File: src/rtl/pc_ir_unit.sv
// pc_ir_unit: program-counter / instruction-register stage of the multi-cycle CPU.
// Holds PC and IR, selects the next PC from pc_src_i, decodes the latched IR
// into opcode/register/immediate fields, counts PC updates and keeps a sticky
// misaligned-target flag.
//
// Ports:
//   clk_i          system clock, all state changes on the rising edge
//   rst_ni         synchronous active-low reset
//   pc_wre_i       PC write enable (one cycle per instruction)
//   pc_src_i       next-PC select: 00 PC+4, 01 branch, 10 register (jr), 11 jump
//   ir_wre_i       IR load enable
//   ins_mem_rw_i   instruction memory read enable; IR loads on ir_wre_i & ins_mem_rw_i
//   ins_data_i     instruction word from memory at ins_addr_o
//   ext_imm_i      extended immediate (signedness decided by the extender)
//   reg_data1_i    rs value, the jr target
//   ins_addr_o     instruction memory address (= PC)
//   pc_o, pc4_o    current PC and PC+4
//   opcode_o, rs_o, rt_o, rd_o, sa_o, immediate_o   slices of the IR
//   ins_count_o    number of PC updates since reset
//   addr_err_o     sticky: a misaligned next-PC was produced
module pc_ir_unit #(
    parameter logic [31:0] ResetPc = 32'h0000_0000
) (
    input  logic        clk_i,
    input  logic        rst_ni,
    input  logic        pc_wre_i,
    input  logic [1:0]  pc_src_i,
    input  logic        ir_wre_i,
    input  logic        ins_mem_rw_i,
    input  logic [31:0] ins_data_i,
    input  logic [31:0] ext_imm_i,
    input  logic [31:0] reg_data1_i,
    output logic [31:0] ins_addr_o,
    output logic [31:0] pc_o,
    output logic [31:0] pc4_o,
    output logic [5:0]  opcode_o,
    output logic [4:0]  rs_o,
    output logic [4:0]  rt_o,
    output logic [4:0]  rd_o,
    output logic [4:0]  sa_o,
    output logic [15:0] immediate_o,
    output logic [31:0] ins_count_o,
    output logic        addr_err_o
);

    logic [31:0] pc_q, pc_d;
    logic [31:0] ir_q, ir_d;
    logic [31:0] ins_count_q, ins_count_d;
    logic        addr_err_q, addr_err_d;

    logic [31:0] pc4;
    logic [31:0] target;

    assign pc4 = pc_q + 32'd4;

    // Target is built from the current (old) PC and IR, so a same-cycle IR load
    // never affects the jump field used here.
    always_comb begin
        target = pc4;
        unique case (pc_src_i)
            2'b00:   target = pc4;
            2'b01:   target = pc4 + {ext_imm_i[29:0], 2'b00};
            2'b10:   target = reg_data1_i;
            2'b11:   target = {pc4[31:28], ir_q[25:0], 2'b00};
            default: target = pc4;
        endcase
    end

    always_comb begin
        pc_d        = pc_q;
        ins_count_d = ins_count_q;
        addr_err_d  = addr_err_q;
        ir_d        = ir_q;
        // pc_src_i only matters when the PC is written, so an unknown select
        // while idle cannot reach the PC register.
        if (pc_wre_i) begin
            pc_d        = {target[31:2], 2'b00};
            ins_count_d = ins_count_q + 32'd1;
            if (target[1:0] != 2'b00) begin
                addr_err_d = 1'b1;
            end
        end
        if (ir_wre_i && ins_mem_rw_i) begin
            ir_d = ins_data_i;
        end
    end

    always_ff @(posedge clk_i) begin
        if (!rst_ni) begin
            pc_q        <= ResetPc;
            ir_q        <= 32'h0000_0000;
            ins_count_q <= 32'h0000_0000;
            addr_err_q  <= 1'b0;
        end else begin
            pc_q        <= pc_d;
            ir_q        <= ir_d;
            ins_count_q <= ins_count_d;
            addr_err_q  <= addr_err_d;
        end
    end

    assign ins_addr_o  = pc_q;
    assign pc_o        = pc_q;
    assign pc4_o       = pc4;
    assign opcode_o    = ir_q[31:26];
    assign rs_o        = ir_q[25:21];
    assign rt_o        = ir_q[20:16];
    assign rd_o        = ir_q[15:11];
    assign sa_o        = ir_q[10:6];
    assign immediate_o = ir_q[15:0];
    assign ins_count_o = ins_count_q;
    assign addr_err_o  = addr_err_q;

endmodule

File: config.mk
export PLATFORM = sky130hd
export DESIGN_NAME = pc_ir_unit
export DESIGN_NICKNAME = d
export VERILOG_FILES = /design/src/rtl/pc_ir_unit.sv
export SDC_FILE = /design/constraint.sdc
export NUM_CORES = 1
export LEC_CHECK = 0
export CAP_MARGIN = 10
export CORE_MARGIN = 2
export CORE_UTILIZATION = 25
export CTS_CLUSTER_SIZE = 30
export DETAILED_ROUTE_END_ITERATION = 7
export PLACE_DENSITY_LB_ADDON = 0.3
export SYNTH_ARGS = -nofsm -noshare
export SYNTH_HDL_FRONTEND = slang
export SYNTH_SLANG_ARGS = --single-unit
File: constraint.sdc
create_clock -name clk_i -period 7.61 [get_ports clk_i]
set_input_delay 1.1415 -clock clk_i [delete_from_list [all_inputs] [get_ports clk_i]]
set_output_delay 1.1415 -clock clk_i [all_outputs]
set_load 0.03 [all_outputs]
==> out/qor.yml <==
timing:
  fmax_ghz: 0.212
  slew_viol_final: 0
  tightest_slew_ps: 1150
  setup_viol: 0
  finalSetupTns_ps: 0
  rsz0062_at_grt: "false"
  clock_skew_ps: 9.44
  holdWs_ps: 466
  period_share_pct: 62.0
  slew_headroom_pct: 23.1
  fin_crit_ps: 4720
  hold_viol: 0
synthesis:
  synth_flop_cell: "dfxtp_1"
  yosysWarningCount: 0
  synth_area_um2: 6860
  async_flop_share_pct: 0
  synth.most_common_cell: "nand2_1"
  synth_top_cell_by_area: "dfxtp_1"
  synth_enable_flop_cells: 0
  ys_types: 67
  synth.area.top_cells: "dfxtp_1 (28%), nand2_1 (6.6%), ha_1 (6.6%), buf_4 (5.0%), xor2_1 (4.9%)"
  synthCells: 844
  synth_top_area_share_pct: 27.7
  synth_commonest_cells: "nand2_1 (121), dfxtp_1 (95), nor2_1 (74)"
  syn_area_per_cell_um2: 8.13
  ys_ff_latch: 95
  synth_seq_area_share_pct: 27.7
route:
  drtPass1Iterations: 4
  via_per_inst: 4.87
  drt-total-wl_um: 25700
  final_antenna_net_count: 0
  num_vias: 6805
  drtIter0Drc: 435
  routedWlPerCell_um: 18.4
  drc: 0
power:
  powerDensity_nw_per_um2: 161
  total_power_uw: 1580
  leakage_uw: 0.00374
  peakVddDrop_mv: 0.0917
floorplanning:
  fp.dieArea_um2: 28800
  core_um2: 27000
  initial_core_util_pct: 25.5
  row_count: 60
  die_w_um: 170
  die_y_um: 170
  ios: 274
worst_setup_path:
  path_cells: "ha_1 > and3_1 > nor2b_1 > and3_1 > nand3_1 > xnor2_1 > ha_1 > a21oi_1 > o21a_1 > o21ai_0 > a32oi_4 > nand2b_4 > o41ai_4 > nor3_1 > a311o_1 > mux2i_1"
  startpoint_type: "register"
  slowest_delay_ps: 560
  rr_worst_depth: 16
  critical_path_class: "register to register"
  worstSetupEndpointType: "register"
  cp_slowest_cell: "dfxtp_1"
  critPathBufInv: 0
  reg2reg_to: "ins_addr_o[31]$_SDFFE_PN0P_"
  path_delay_family: "compound AO/OA/AOI/OAI gates"
  cp.required_ps: 7860
  r2r_start: "ins_addr_o[2]$_SDFFE_PN0P_"
  crit_arrival_ps: 4970
  cp_max_fo: 8
  ff2ff_setup_slack_ps: 2890
placement:
  gp_congestion: 0.809
  place_inst: 1381
  port_buffers: 265
  place_hpwl_um: 19000
worst_hold_path:
  hold_end: "ir_q[29]$_SDFFE_PN0P_"
  holdPathStages: 2
  hp-class: "register to register"
  min_from: "ir_q[29]$_SDFFE_PN0P_"
grt:
  grt_pass1_wl_um: 38900
  overflow: 0
  grt_max_degree: 49
  grtUsageTotal_pct: 17.6
  grt_pass1_vias: 6706
  antenna_found_initial: 3
flow_run:
  drv_cap: 0
cells_and_area:
  finalNonFillerCells: 1398
  drive_gt1_share_pct: 5.40
  area_growth_pct: 43.4
  utilization_pct: 36.5
  fin_nets: 1191
clock_network:
  cts_tree: "done"
  cts_setup_buffers: 0
  cts_max_path_buffers: 2
  cts_root_buf: "clkbuf_16"
  cts_sinks: 95
  numCtsBuffers: 9
  cts_max_level: 3
  hold_buffers: 0
  postCtsResizedCells: 0
  cts.clk_slew.worst_paths_ps: 80
  worstSkewPairLatency_ps: 360
status:
  status: "finished, final reports clean"
[per-stage QoR]
| step | setup WS (ps) | cell area, um^2 |
|---|---|---|
| finish | 2890 | 9840 |
| global route | 2580 | 9840 |
| CTS | 2900 | 9840 |
| detailed placement | 2920 | 9520 |
| global placement | 3040 | 9520 |
| floorplan | 3060 | 6880 |
[routing by layer]
metal	up-vias	track usage (%)	routed length, um
met1	3209	23.0	11500
met5	-	0	23
li1	3340	-	-
met3	28	4.78	1840
met4	4	3.94	325
met2	224	28.8	12000
[area by class of cell]
type,instances,area (um^2)
Clock inverter,6,72.6
Tap cell,341,427
Fill cell,2753,17100
Inverter,19,71.3
Clock buffer,10,239
Timing Repair Buffer,272,2700
Sequential cell,95,1900
Multi-Input combinational cell,654,4430
Antenna cell,1,2.50
[worst max-delay path by stage]
stage | from | slack [ps] | cells after the start | to
2_1_floorplan | ins_addr_o[2]$_SDFFE_PN0P_ | 3060 | 17 | ins_addr_o[31]$_SDFFE_PN0P_
3_3_place_gp | ins_addr_o[2]$_SDFFE_PN0P_ | 3040 | 16 | ins_addr_o[31]$_SDFFE_PN0P_
3_5_place_dp | ins_addr_o[2]$_SDFFE_PN0P_ | 2920 | 16 | ins_addr_o[31]$_SDFFE_PN0P_
4_1_cts | ins_addr_o[2]$_SDFFE_PN0P_ | 2900 | 16 | ins_addr_o[31]$_SDFFE_PN0P_
5_1_grt | ins_addr_o[2]$_SDFFE_PN0P_ | 2580 | 16 | ins_addr_o[31]$_SDFFE_PN0P_
6_report | ins_addr_o[2]$_SDFFE_PN0P_ | 2890 | 16 | ins_addr_o[31]$_SDFFE_PN0P_
[kinds of logic after synthesis]
family | count (synthesis) | synth area share (%)
simple gates | 310 | 21.2
compound gates | 197 | 20.3
buf+inv | 100 | 8.02
flops | 95 | 27.7
xor+xnor | 71 | 9.06
fa+ha+maj | 37 | 6.86
mux | 33 | 6.87
other cells | 1 | 0.0547
[worst reg2reg max path: cells and delay by family, from the launching register on]
kind	cells	cell delay, ps
simple gates	6	1310
fa+ha+maj	2	680
mux	1	120
compound gates	6	1580
xor+xnor	1	340
flops	1	560
[state kept, by name, summed over array words and instances (netlist names)]
| register | count |
|---|---|
| ins_count_o | 32 |
| ir_q | 32 |
| ins_addr_o | 30 |
| addr_err_o | 1 |
[layout by cell type (no fill, tap or decap), drive strengths merged, types with 4 or more instances in the layout]
| cell | synthesis | layout |
|---|---|---|
| a21o | 13 | 13 |
| and3 | 13 | 13 |
| o21a | 4 | 4 |
| a211oi | 5 | 5 |
| nor2b | 16 | 16 |
| clkbuf | 28 | 10 |
| nand4 | 12 | 12 |
| nor3 | 7 | 7 |
| or3 | 8 | 8 |
| nand2b | 9 | 9 |
| nand2 | 122 | 122 |
| buf | 53 | 9 |
| o211ai | 5 | 5 |
| o221ai | 8 | 8 |
| a21boi | 33 | 33 |
| conb | 1 | 6 |
| xor2 | 38 | 38 |
| and2 | 8 | 8 |
| o21ai | 41 | 41 |
| mux4 | 11 | 11 |
| nand3 | 26 | 26 |
| dfxtp | 95 | 95 |
| and4 | 8 | 8 |
| o21bai | 6 | 6 |
| a31oi | 6 | 6 |
| inv | 19 | 23 |
| ha | 36 | 36 |
| a21oi | 50 | 50 |
| xnor2 | 33 | 33 |
| clkdlybuf4s50 | 0 | 263 |
| nor2 | 74 | 74 |
| mux2i | 19 | 19 |
[report_power, final]
part           total (uW)  internal, uW  switching, uW
logic                 536           237            298
registers             554           519           34.6
clock network         493           244            249
total                1580          1000            582
Note: power is estimated with default switching activity, not from simulation.
